`src/rtl/button_debouncer.sv`:
```
// Push-button front end: two-flop synchroniser, edge debouncer FSM, press/release/
// long-press pulses and a wrapping press counter. All outputs are registered.
module button_debouncer #(
  parameter int DEBOUNCE_CYCLES = 500000,
  parameter int HOLD_CYCLES     = 50000000,
  parameter int COUNT_W         = 8
) (
  input  logic               CLK,
  input  logic               RST,
  input  logic               BTN,
  output logic               BTN_LEVEL,
  output logic               PRESS_PULSE,
  output logic               RELEASE_PULSE,
  output logic               LONG_PRESS,
  output logic [COUNT_W-1:0] PRESS_COUNT
);

  localparam int DW = $clog2(DEBOUNCE_CYCLES) + 1;
  localparam int HW = $clog2(HOLD_CYCLES) + 1;
  localparam logic [DW-1:0] DEB_LAST  = DW'(DEBOUNCE_CYCLES - 1);
  localparam logic [HW-1:0] HOLD_MAX  = HW'(HOLD_CYCLES);
  localparam logic [HW-1:0] HOLD_LAST = HW'(HOLD_CYCLES - 1);

  typedef enum logic [1:0] {S_LOW, S_RISE, S_HIGH, S_FALL} state_t;

  state_t        state;
  logic          sync1, sync2;
  logic [DW-1:0] deb_cnt;
  logic [HW-1:0] hold_cnt;

  always_ff @(posedge CLK) begin
    if (RST) begin
      state         <= S_LOW;
      sync1         <= 1'b0;
      sync2         <= 1'b0;
      deb_cnt       <= '0;
      hold_cnt      <= '0;
      BTN_LEVEL     <= 1'b0;
      PRESS_PULSE   <= 1'b0;
      RELEASE_PULSE <= 1'b0;
      LONG_PRESS    <= 1'b0;
      PRESS_COUNT   <= '0;
    end else begin
      sync1         <= BTN;
      sync2         <= sync1;
      PRESS_PULSE   <= 1'b0;
      RELEASE_PULSE <= 1'b0;
      LONG_PRESS    <= 1'b0;
      case (state)
        S_LOW: begin
          if (sync2) begin
            state   <= S_RISE;
            deb_cnt <= '0;
          end
        end
        S_RISE: begin
          if (!sync2) begin
            state <= S_LOW;
          end else if (deb_cnt == DEB_LAST) begin
            state       <= S_HIGH;
            BTN_LEVEL   <= 1'b1;
            PRESS_PULSE <= 1'b1;
            PRESS_COUNT <= PRESS_COUNT + 1'b1;
            hold_cnt    <= '0;
          end else begin
            deb_cnt <= deb_cnt + 1'b1;
          end
        end
        S_HIGH: begin
          if (!sync2) begin
            state   <= S_FALL;
            deb_cnt <= '0;
          end
          // Saturating hold counter: LONG_PRESS can only fire once per press.
          if (hold_cnt < HOLD_MAX) begin
            hold_cnt <= hold_cnt + 1'b1;
            if (hold_cnt == HOLD_LAST) LONG_PRESS <= 1'b1;
          end
        end
        S_FALL: begin
          if (sync2 || deb_cnt != DEB_LAST) begin
            if (sync2) state <= S_HIGH;
            else       deb_cnt <= deb_cnt + 1'b1;
            // Release bounces keep the hold timer running rather than re-arming it.
            if (hold_cnt < HOLD_MAX) begin
              hold_cnt <= hold_cnt + 1'b1;
              if (hold_cnt == HOLD_LAST) LONG_PRESS <= 1'b1;
            end
          end else begin
            state         <= S_LOW;
            BTN_LEVEL     <= 1'b0;
            RELEASE_PULSE <= 1'b1;
            hold_cnt      <= '0;
          end
        end
        default: state <= S_LOW;
      endcase
    end
  end

endmodule

```
`config.mk`:
```
export PLATFORM = sky130hd
export DESIGN_NAME = button_debouncer
export DESIGN_NICKNAME = d
export VERILOG_FILES = /design/src/rtl/button_debouncer.sv
export SDC_FILE = /design/constraint.sdc
export NUM_CORES = 1
export LEC_CHECK = 0
export ABC_AREA = 0
export BUFFER_PORTS_ARGS = -buffer_cell sky130_fd_sc_hd__buf_4
export CORE_AREA = 2 2 109 111
export CTS_CLUSTER_SIZE = 25
export DETAILED_ROUTE_END_ITERATION = 7
export DIE_AREA = 0 0 111 113
export GPL_TIMING_DRIVEN = 0
export SLEW_MARGIN = 10
export SYNTH_ARGS = -nofsm -noshare
export SYNTH_HDL_FRONTEND = slang
export SYNTH_SLANG_ARGS = --single-unit
```
`constraint.sdc`:
```
create_clock -name CLK -period 3 [get_ports CLK]
set_input_delay 0.45 -clock CLK [delete_from_list [all_inputs] [get_ports CLK]]
set_output_delay 0.45 -clock CLK [all_outputs]
set_load 0.01 [all_outputs]
```
==> parameters.txt <==
Parameter                              Value

Outcome
  Status    completed

Yosys
  Largest cells by area after synthesis    sky130_fd_sc_hd__dfxtp_1 42%, sky130_fd_sc_hd__xor2_1 5.2%, sky130_fd_sc_hd__nor2_1 4.9%
  Number of synthesized register bits    63
  Most frequently used cell type in the post-synthesis netlist    sky130_fd_sc_hd__dfxtp_1
  Post-synthesis sequential area ratio    0.419
  Net count of the mapped netlist    between 300 and 400
  Synth Warn #    0
  Synth async-reset ratio    0
  Cell count after synthesis    341
  Post-synthesis cell type count    53
  Number of enable flip-flop cells after synthesis    0
  Most frequent cells after synthesis    63 x sky130_fd_sc_hd__dfxtp_1, 39 x sky130_fd_sc_hd__nor2_1, 31 x sky130_fd_sc_hd__nand2_1, 23 x sky130_fd_sc_hd__a21oi_1, 18 x sky130_fd_sc_hd__xor2_1
  Cell taking the most area after synthesis    sky130_fd_sc_hd__dfxtp_1
  Top cell type's share of synthesized area    0.419
  Most used flip-flop cell after synthesis    sky130_fd_sc_hd__dfxtp_1
  Syn avg cell area    ~8.8 um^2
  Post-Syn Area    0.00301 mm^2

Die
  Initial standard-cell utilization of the core    0.267
  Die X    111 um
  Count of standard-cell rows    39
  Total die area    0.0125 mm^2
  Top-level I/O count    15
  Vertical die dimension    113 um
  Standard cell core area    0.0113 mm^2

Layout
  Final standard cell area without fillers    0.00361 mm^2
  Area added between synthesis and finish    20.0%
  Post-Layout Cell Count    513
  Ratio of cells with drive above 1 in the final layout    0.130
  Area taken by multi-input logic gates    0.00166 mm^2
  Reg area    roughly 0.0013 mm^2
  Filler Cells Inserted    roughly 1200
  Number of nets in the final layout    371
  Inserted Diodes    0

Drt
  Mean number of vias per cell    5.01
  Number of routed nets with antenna violations    0
  Total number of vias    2569
  Post-detailed-routing wire length    between 6000 and 7000 um
  Per-cell routed wire length    approximately 13 um
  Detailed Routing Iterations Pass 1    4
  Detailed router's first-iteration violation count    117
  Remaining routing DRC violations    0

Global routing
  Total routing resource utilization after global routing    0.110
  Pin count of the biggest net entering global routing    12
  Vias in the first global route    2441
  Congestion Overflow GR    0
  First-pass GRT wire length    11400 um
  Antenna violations before repair    0

Place
  Final GP Congestion    0.767
  Placement Setup Slack    ~0.40 ns
  Number of port buffers    13
  Instance area at placement    0.00328 mm^2
  Dpl cells    497
  Detailed placement HPWL    4570 um

CTS
  Worst-skew pair later-pin latency    0.33 ns
  Number of hold buffers added after cts    0
  Clock slew at the register clock pins of the worst setup and hold paths    0.05 ns
  Number of instances resized during post-cts repair    0
  Maximum root-to-sink buffer count    2
  CTS Root Buffer Type    sky130_fd_sc_hd__clkbuf_16
  Inserted Clock Buffers    9
  Setup bufs post-CTS    0
  Clock Sinks    63
  H-Tree Depth    3
  Clock tree from TritonCTS    built

Worst setup path
  Cell type group with the largest total delay on the critical path    compound AO/OA/AOI/OAI gates
  End of the worst register-to-register path    hold_cnt[22]
  Worst Path Class, Setup    reg2reg
  Buffers plus inverters on the worst setup path    1
  CP arrival    approximately 2.9 ns
  Number of cell instances on the worst register-to-register path    8
  Critical Path Sink Type    flip-flop
  WP data required    3.20 ns
  Cell-by-cell listing of the critical path    ha_1 > and4_1 > nand4_1 > o21ai_0 > o211ai_1 > clkbuf_1 > o31ai_1 > a21oi_1
  Largest incremental delay on the critical path    0.38 ns
  Slowest library cell on the worst path    sky130_fd_sc_hd__dfxtp_1
  Crit path max fanout    10
  Critical Path Source Type    flip-flop
  Slack of the worst reg-to-reg path    0.35 ns
  Worst R2R Start    deb_cnt[0]

Timing
  Fmax    between 300 and 400 MHz
  Fin. max-slew vios    0
  Total negative setup slack    0 ns
  Clk_skew    0.00560 ns
  Worst Tran Pin Value    0.854 ns
  Ratio of final minimum period to clock period    0.885
  Final setup violating endpoints    0
  Headroom to the max-slew limit    0.422
  Final hold violations    0
  Setup slack after layout    0.345 ns
  Shortest clock period the worst path allows after layout    between 2 and 3 ns
  RSZ-0062 raised after global routing    false

Min path
  Hold EP    sync1
  Path category of the worst min-delay check    in2reg
  Hold Path Origin    BTN
  Hold Crit Depth    2

Flow run
  Max-capacitance violation count    0

Pwr
  Static Leak    1.22 nW
  VDD IR-drop max    0.336 mV
  Pwr dens    roughly 550 mW/mm^2
stage by stage:
| stage | hold slack [ns] | util | power [mW] |
|---|---|---|---|
| finish | 0.340 | 0.320 | 1.99 |
| detailed placement | 0.427 | 0.291 | 0.890 |
| CTS | 0.333 | 0.320 | 2.02 |
| global placement | 0.429 | 0.291 | 0.889 |
| global route | 0.343 | 0.320 | 2.06 |
| floorplan | 0.414 | - | 0.880 |
how the worst max path moves through the flow:
stage               startpoint           end  slack, ns  depth (start not counted)
finish              deb_cnt[0]  hold_cnt[22]       0.35                          8
global route        deb_cnt[0]  hold_cnt[22]       0.05                          8
CTS                 deb_cnt[0]  hold_cnt[22]       0.37                          8
detailed placement  deb_cnt[0]  hold_cnt[22]       0.40                          8
global placement    deb_cnt[0]  hold_cnt[22]       0.40                          8
floorplan           deb_cnt[0]  hold_cnt[17]       0.79                          7
state kept, by name (all words and copies together) (netlist names):
register	count
hold_cnt	27
deb_cnt	20
PRESS_COUNT	8
state	2
BTN_LEVEL	1
LONG_PRESS	1
PRESS_PULSE	1
RELEASE_PULSE	1
sync1	1
sync2	1
metal layers:
| metal | share of wire | track usage |
|---|---|---|
| met5 | 0 | 0 |
| met4 | 0.0069 | 0.0375 |
| met3 | 0.032 | 0.0321 |
| met2 | 0.47 | 0.181 |
| met1 | 0.49 | 0.138 |
report_power, final:
part           total, mW  switching, mW  internal [mW]  leakage (nW)
Combinational     0.0322         0.0232        0.00900         0.558
Clock               1.12          0.368          0.749         0.156
Sequential         0.839       0.000408          0.839         0.508
kinds of logic after synthesis:
kind of cell | after synthesis | share of synthesized area
AOI/OAI and AO/OA | 65 | 0.145
and+or+nand+nor | 162 | 0.302
xor gates and xnor gates | 28 | 0.0815
DFF | 63 | 0.419
adders and majority gates | 3 | 0.0125
muxes | 3 | 0.00998
buffers and inverters | 17 | 0.0299
layout make-up:
| class | count | area share |
|---|---|---|
| inverters | 6 | 0.00624 |
| flip-flops and latches | 63 | 0.350 |
| clock buffers | 11 | 0.0673 |
| plain buffers | 11 | 0.0187 |
| well taps | 143 | 0.0496 |
| multi-input cells | 261 | 0.459 |
| repair buffers | 13 | 0.0270 |
| clock inverters | 5 | 0.0225 |
placed cells by master, fill, tap and decap left out, drive strengths merged, types with 2 or more instances in the layout:
master,Yosys,final
ha,3,3
o31ai,6,6
xor2,18,18
and2,4,4
xnor2,10,10
o211ai,5,5
nor2b,3,3
o21bai,2,2
nand2,31,31
or3b,2,2
mux2i,3,3
and3,6,6
inv,6,6
a21o,2,2
or3,8,8
nor2,40,40
o21ai,13,13
nor4b,5,5
a21oi,23,23
nor4,5,5
a211o,2,2
clkinv,0,2
clkbuf,8,19
o21a,2,2
or4,10,10
nor3,3,3
bufinv,0,2
nand3,15,15
and4,9,9
buf,3,16
nand2b,4,4
nand4,15,15
a2111oi,2,2
dfxtp,63,63
(Power assumes the default switching activity.)
